### src/rtl/piped_integrate_dump_pkg.sv
// Shared defaults and FSM encodings for the integrate-and-dump block.
// No ports; imported by the top and its saturating adder.
package piped_integrate_dump_pkg;

    localparam int DEF_IN_WIDTH  = 16;
    localparam int DEF_ACC_WIDTH = 32;
    localparam int DEF_LEN_WIDTH = 16;

    localparam logic [0:0] ST_IDLE  = 1'b0;
    localparam logic [0:0] ST_ACCUM = 1'b1;

endpackage

### src/rtl/piped_integrate_dump_sat_add.sv
// Combinational signed adder with clamping to the signed range of width.
// Ports: a, b (signed operands), sum (clamped result), ovf (clamp happened).
module sat_add_signed
    import piped_integrate_dump_pkg::*;
#(
    parameter int width = DEF_ACC_WIDTH
) (
    input  logic signed [width-1:0] a,
    input  logic signed [width-1:0] b,
    output logic signed [width-1:0] sum,
    output logic                    ovf
);

    localparam logic signed [width-1:0] SMAX = {1'b0, {(width-1){1'b1}}};
    localparam logic signed [width-1:0] SMIN = {1'b1, {(width-1){1'b0}}};

    logic [width:0] full;

    assign full = {a[width-1], a} + {b[width-1], b};

    // The two top bits of the widened sum disagree exactly when the
    // true result does not fit; the top bit gives the true sign.
    assign ovf = full[width] ^ full[width-1];

    always_comb begin
        sum = full[width-1:0];
        if (ovf) begin
            sum = full[width] ? SMIN : SMAX;
        end
    end

endmodule

### src/rtl/piped_integrate_dump.sv
// Integrate-and-dump of the adder-tree sum over acc_len valid samples.
// Ports: clk, resetn, run, acc_len, in, we -> out, valid, overflow, busy.
module piped_integrate_dump
    import piped_integrate_dump_pkg::*;
#(
    parameter int in_width  = DEF_IN_WIDTH,
    parameter int acc_width = DEF_ACC_WIDTH,
    parameter int len_width = DEF_LEN_WIDTH
) (
    input  logic                        clk,
    input  logic                        resetn,
    input  logic                        run,
    input  logic [len_width-1:0]        acc_len,
    input  logic signed [in_width-1:0]  in,
    input  logic                        we,
    output logic signed [acc_width-1:0] out,
    output logic                        valid,
    output logic                        overflow,
    output logic                        busy
);

    localparam logic [len_width-1:0] LEN_ONE = {{(len_width-1){1'b0}}, 1'b1};

    logic [0:0]                  state;
    logic signed [acc_width-1:0] acc;
    logic [len_width-1:0]        cnt;
    logic [len_width-1:0]        len_q;
    logic                        sat_flag;

    logic signed [acc_width-1:0] in_ext;
    logic signed [acc_width-1:0] sum;
    logic                        add_ovf;
    logic [len_width-1:0]        len_next;
    logic                        last;

    assign in_ext = {{(acc_width-in_width){in[in_width-1]}}, in};

    // A zero length would never dump; treat it as one sample per period.
    assign len_next = (acc_len == '0) ? LEN_ONE : acc_len;
    assign last = (cnt == len_q - LEN_ONE);

    sat_add_signed #(
        .width(acc_width)
    ) u_add (
        .a  (acc),
        .b  (in_ext),
        .sum(sum),
        .ovf(add_ovf)
    );

    always_ff @(posedge clk or negedge resetn) begin
        if (!resetn) begin
            state    <= ST_IDLE;
            acc      <= '0;
            cnt      <= '0;
            len_q    <= '0;
            sat_flag <= 1'b0;
            out      <= '0;
            valid    <= 1'b0;
            overflow <= 1'b0;
            busy     <= 1'b0;
        end else begin
            valid <= 1'b0;
            case (state)
                ST_IDLE: begin
                    acc      <= '0;
                    cnt      <= '0;
                    sat_flag <= 1'b0;
                    // A we coinciding with run's rising edge is dropped.
                    if (run) begin
                        state <= ST_ACCUM;
                        busy  <= 1'b1;
                        len_q <= len_next;
                    end
                end
                ST_ACCUM: begin
                    if (!run) begin
                        // Abort: partial sum dropped, last dump kept.
                        state    <= ST_IDLE;
                        busy     <= 1'b0;
                        acc      <= '0;
                        cnt      <= '0;
                        sat_flag <= 1'b0;
                    end else if (we) begin
                        if (last) begin
                            out      <= sum;
                            overflow <= sat_flag | add_ovf;
                            valid    <= 1'b1;
                            acc      <= '0;
                            cnt      <= '0;
                            sat_flag <= 1'b0;
                            len_q    <= len_next;
                        end else begin
                            acc      <= sum;
                            cnt      <= cnt + LEN_ONE;
                            sat_flag <= sat_flag | add_ovf;
                        end
                    end
                end
                default: begin
                    state <= ST_IDLE;
                    busy  <= 1'b0;
                end
            endcase
        end
    end

endmodule

### config.mk
export PLATFORM = sky130hd
export DESIGN_NAME = piped_integrate_dump
export DESIGN_NICKNAME = d
export VERILOG_FILES = /design/src/rtl/piped_integrate_dump_pkg.sv /design/src/rtl/piped_integrate_dump_sat_add.sv /design/src/rtl/piped_integrate_dump.sv
export SDC_FILE = /design/constraint.sdc
export NUM_CORES = 1
export LEC_CHECK = 0
export CORE_ASPECT_RATIO = 1.75
export CORE_MARGIN = 1
export CORE_UTILIZATION = 55
export DETAILED_ROUTE_END_ITERATION = 10
export PLACE_DENSITY = 0.78
export SYNTH_ARGS = -nofsm -noshare
export SYNTH_HDL_FRONTEND = slang
export SYNTH_SLANG_ARGS = --single-unit
### constraint.sdc
create_clock -name clk -period 3.9 [get_ports clk]
set_clock_uncertainty 0.1 [all_clocks]
set_input_delay 0.585 -clock clk [delete_from_list [all_inputs] [get_ports clk]]
set_output_delay 0.585 -clock clk [all_outputs]
set_load 0.03 [all_outputs]
[Yosys cells after proc, flatten, opt, wreduce, memory -nomap -nowiden]
Index checks and enable logic that the tools add are counted.
Word-level totals
  memory bits (writable): 0
  ROM bits: 0
  input port bits: 36
  logic and storage cells: 54
  output and inout port bits: 35
  bits in registers: 101
  latch bits: 0
  memories kept: 0
Cells by class
  order comparisons: 0
  multiplexer cells: 28
  eq/ne operators: 7
  multipliers: 0
  shifts and indexed selects: 0
  divide/modulo/power cells: 0
  bitwise logic cells: 3
  $add $sub $neg: 3
  reductions and logical operators: 4
Operator list (count)
  $mux W32: 5
  $mux W16: 8
  $pmux W16 S2: 2
  $pmux W32 S2: 1
  $add A32 B16 Y33: 1
  $add A16 B1 Y16 const B: 1
  $eq A16 B16 Y1: 1
  $logic_not A16 Y1: 1
  $sub A16 B1 Y16 const B: 1
  $mux W1: 10
  $ne A2 B2 Y1 const B: 4
  $reduce_and A4 Y1: 2
  $pmux W1 S2: 2
  $ne A3 B3 Y1 const B: 1
  $ne A2 B1 Y1 const B: 1
  $reduce_and A2 Y1: 1
  $not A1 Y1: 1
  $or A1 B1 Y1: 1
  $xor A1 B1 Y1: 1

[Longest topological paths before layout]
  word-level depth: 7
  mapped depth: 12
  mapped depth without buffers: 10

[By module]
From an unflattened synthesis, not the netlist that was laid out.
Second synthesis, totals
  cell total of the unflattened synthesis: 739
  area, all modules: 6984.2 um2
By module, submodules not included
  piped_integrate_dump: cells an instance 452, area an instance 4941.0 um2, times used 1, sequential area each 2527.4 um2
  sat_add_signed: cells an instance 287, area an instance 2043.2 um2, times used 1, sequential area each 0.0 um2

[Worst setup path before layout]
OpenSTA, ideal clock, no wires.
  path kind: reg-to-reg
  from: reg len_q[0]
  to: reg len_q[10]
  data required time: 3675 ps
  slack: 349 ps
  buffers on the path: 2
  library setup time: 125 ps
  cell stages (with the launch flop): 13
  arrival time: 3325 ps
  clock period less this slack: 3551 ps
  path through: dfrtp_1 > inv_1 > ha_1 > or3b_2 > or3_4 > a2111oi_4 > o311ai_1 > nor4_4 > nand2_1 > a211o_1 > buf_6 > buf_6 > mux2_4
Between the ends
  cells in the longest elaborated chain, start to end: 4
Ends and longest elaborated chain
  start: declaration: RTL line piped_integrate_dump.sv:27  | logic [len_width-1:0] len_q;
  start signal: assignment: RTL line piped_integrate_dump.sv:73  | len_q <= len_next;
  start signal: assignment: RTL line piped_integrate_dump.sv:92  | len_q <= len_next;
  $sub A16 B1 Y16: RTL line piped_integrate_dump.sv:40  | assign last = (cnt == len_q - LEN_ONE);
  $eq A16 B16 Y1: RTL line piped_integrate_dump.sv:40
  $ne A2 B1 Y1 (no source line)
  $reduce_and A4 Y1 (no source line)
Every way passes these cells.
A chain may end at the register's enable or synchronous reset.

[Final worst setup path]
  from: in in[0]
  to: reg acc[26]
Between the ends
  cells in the longest elaborated chain, start to end: 7
  elaborated cells between the ends (all ways): 8
  those cells by class: add/sub (1); mux (6); bitwise (1)
Ends and longest elaborated chain
  start: declaration: RTL line piped_integrate_dump.sv:14  | input logic signed [in_width-1:0] in,
  $add A32 B16 Y33 (*): RTL line piped_integrate_dump_sat_add.sv:19  | assign full = {a[width-1], a} + {b[width-1], b};
  $mux W32 / $xor A1 B1 Y1 (equally long branches): RTL line piped_integrate_dump_sat_add.sv:28, piped_integrate_dump_sat_add.sv:23
  $mux W32 (*): RTL line piped_integrate_dump_sat_add.sv:27  | if (ovf) begin
  $mux W32 (*): RTL line piped_integrate_dump.sv:85  | if (last) begin
  $mux W32 (*): RTL line piped_integrate_dump.sv:84  | end else if (we) begin
  $mux W32 (*): RTL line piped_integrate_dump.sv:77  | if (!run) begin
  $pmux W32 S2 (*): RTL line piped_integrate_dump.sv:64  | case (state)
  end signal: assignment: RTL line piped_integrate_dump.sv:94  | acc <= sum;
  end: declaration: RTL line piped_integrate_dump.sv:25  | logic signed [acc_width-1:0] acc;
Mark *: on every way between the ends. The rest lies on a longest branch, timed or not. The select of a mux whose other input is x is not followed.

==> impl_metrics.yaml <==
global_route:
  maximum_number_of_pins_on_one_net_before_global_route_repair: 75
  antenna_violations_before_repair: 0
  grt_remaining_overflow: 0
  gr-usage-all-layers: 0.3351
  first_global_vias: 6589
  grt_pass1_wl_um: 32540
cts:
  numCtsBuffers: 9
  worstSkewPairLatency_ns: 0.35
  cts_max_level: 3
  clock_sink_count: 101
  clk_root_buffer_cell: "clkbuf_16"
  clk_transition_reported_paths_ns: 0.07
  cts_tree: "done"
  ctsLongestPathBuffers: 2
finish:
  post-route-cell-area_mm2: 0.008466
  ratio_of_cells_with_drive_above_1_in_the_final_layout: 0.1475
  antenna_cells_inserted: 0
  area_growth_pct: 25.02
  finish.net_count: 937
logic_synthesis:
  synthArstFlopShare: 1.000
  synth_seq_cells: 101
  most_used_dff_post_synth: "dfrtp_1"
  syn_area_mm2: 0.006771
  synth-seq-area-share: 0.3732
  avgSynthCellArea_um2: 9.188
  yosysWarningCount: 0
  synthTopCellsByArea: "dfrtp_1, ha_1, nand2_1, xnor2_1, a21oi_1"
  synth.net_count: 810
  yosysMostFrequentCell: "dfrtp_1"
  synth_top_cell_by_area: "dfrtp_1"
  synth_top_area_frac: 0.3732
  syn_inst: 737
  post_synth_most_frequent_cells: "dfrtp_1, nand2_1, nor2_1"
  ys_types: 66
  synth-edff-count: 0
placement:
  place_congestion: 0.9670
  dp_worst_setup_slack_ns: -0.2313
  io_buffer_count: 70
  post_dp_cell_area_mm2: 0.008154
  place.detailed.hpwl_um: 15850
route:
  drt_first_iter_violations: 317
  drt_pass1_iterations: 5
  dr_total_vias: 6339
  route.layer.met1.wl_um: 6989
  sum_of_met2_wire_segment_lengths_after_detailed_routing_um: 11390
  viasPerCell: 6.136
  routedWlPerCell_um: 19.87
  met3WireLength_um: 658
  final_antenna_net_count: 0
  drc: 0
  finalWirelength_um: 20520
  routed.top_layer: "met4"
power:
  power_per_cell_area_mw_per_mm2: 337.3
  switching_power_mw: 0.9379
  seq_power_share: 0.406
  power_frac_comb: 0.290
  total_leakage_power_nw: 3.879
  power_frac_clock: 0.304
  max-vdd-ir-drop_mv: 0.2382
  power.share.switching: 0.3285
  power_mw: 2.855
  power_report.internal_total_mw: 1.917
timing:
  fmaxAchievable_mhz: 266.1
  setup-tns-final_ns: 0
  fin_crit_ns: 3.757
  worst_setup_margin_ns: 0.1426
  drv_slew: 0
  max_slew.worst_pin.slew_ns: 0.9416
  hold_violations: 0
  fin_crit_sh: 0.9634
  setup-violations-final: 0
  max-slew-margin-rel: 0.3723
worst_setup_path:
  reg2reg_setup_slack_ns: 0.22
  worst_setup_path_end_kind: "flip-flop"
  cp_max_fo: 8
  timing.setup.critical_path_class: "input pin to flip-flop"
  critical_path_arrival_ns: 3.93
  rr_startpoint: "len_q[0]"
  worst_ep_required_time_ns: 4.07
  crit-reg2reg-capture: "len_q[4]"
  startpoint_type: "input pin"
  worstRegToRegCells: 9
run:
  max_cap_viol_count: 0
floorplan:
  die_area_mm2: 0.01278
  floorplan.die.height_um: 148.8
  die_width_um: 85.88
  number_of_rows_in_the_core_area: 53
  initial_core_util: 0.5642
  placeableCoreArea_mm2: 0.01200
  ioPinCount: 71
hold_path:
  worst_hold_path_type: "input pin to async pin"
run_status:
  status: "finished, final reports clean"
cells by family after synthesis:
logic type	synth area share
compound gates	0.2297
xor+xnor	0.06984
fa+ha+maj	0.06948
buf+inv	0.03270
flops	0.3732
mux	0.04231
simple gates	0.1827
flip-flops by register name, indices dropped and copies added (netlist names), 16 cells and up:
| register | count |
|---|---|
| acc | 32 |
| out | 32 |
| cnt | 16 |
| len_q | 16 |
power groups by stage:
stage	sequential (mW)	combinational, mW	clock [mW]
floorplan	1.16	0.504	0
global placement	1.18	0.792	0
detailed placement	1.18	0.810	0
CTS	1.16	0.818	0.884
global route	1.17	0.896	0.916
finish	1.16	0.828	0.867
routing by layer:
| metal | GRT usage | vias up |
|---|---|---|
| li1 | - | 2988 |
| met2 | 0.6421 | 219 |
| met4 | 0.2467 | 0 |
| met1 | 0.3205 | 3057 |
| met5 | 0 | - |
| met3 | 0.03320 | 75 |
metrics by stage:
step,utilization,instances,hold WS (ns)
2_1_floorplan,-,737,0.1894
3_3_place_gp,0.6794,1015,0.3801
3_5_place_dp,0.6794,1015,0.3920
4_1_cts,0.7026,1030,0.3108
5_1_grt,0.7053,1033,0.3527
6_report,0.7053,1033,0.2627
what timing repair did:
action | CTS | global route
setup endpoints to repair | 0 | 33
setup buffers | 0 | 3
hold buffers | 0 | 0
gates resized for setup | 0 | 3
hold endpoints to repair | 0 | 0
layout make-up:
type | count | area [um2]
fillers | 937 | 3537
clock buffers | 9 | 225.2
clock inverters | 6 | 53.80
inverters | 14 | 52.55
well taps | 165 | 206.4
flip-flops and latches | 101 | 2527
repair buffers | 154 | 1354
multi-input cells | 584 | 4046
worst max-delay path: stages:
cell	delay, ns
clkdlybuf4s50_1	0.43
ha_1	0.24
fa_1	0.40
a211oi_1	0.31
o211ai_1	0.17
a21o_1	0.22
a41o_1	0.29
a211oi_1	0.33
a2bb2oi_2	0.20
or4_1	0.58
o211ai_1	0.17
cells in the final DEF, fill, tap and decap left out, types with 4 or more instances in the layout:
cell type / netlist / routed
a211oi_1: 8 / 8
a21o_1: 17 / 17
a21oi_1: 42 / 42
a221o_1: 6 / 6
a22o_1: 8 / 8
a2bb2oi_1: 24 / 23
a31oi_1: 6 / 5
and2_1: 8 / 8
and3_1: 5 / 5
buf_4: 0 / 83
clkbuf_16: 0 / 9
clkdlybuf4s50_1: 0 / 69
dfrtp_1: 101 / 101
ha_1: 36 / 36
inv_1: 14 / 14
mux2_1: 6 / 6
mux2_4: 9 / 9
mux2i_1: 5 / 5
nand2_1: 89 / 89
nand2b_1: 4 / 4
nand3_1: 20 / 20
nand4_1: 11 / 11
nor2_1: 45 / 44
nor2b_1: 9 / 9
nor3_1: 15 / 14
nor3b_1: 5 / 5
nor4_1: 10 / 10
o211ai_1: 28 / 28
o21ai_0: 30 / 30
o21bai_1: 6 / 6
o22ai_1: 5 / 5
o31ai_1: 9 / 9
or2_2: 7 / 6
or3_1: 8 / 8
or4_1: 6 / 6
xnor2_1: 31 / 31
xor2_1: 23 / 23
worst max-delay path by stage:
stage	from	end	slack, ns
global placement	in[0]	acc[27]	-0.16
CTS	in[0]	acc[28]	0.09
global route	in[15]	acc[26]	-0.02
finish	in[0]	acc[26]	0.14
detailed placement	in[0]	acc[28]	-0.23
floorplan	len_q[0]	len_q[10]	0.35
Power figures use the tool's default switching activity.
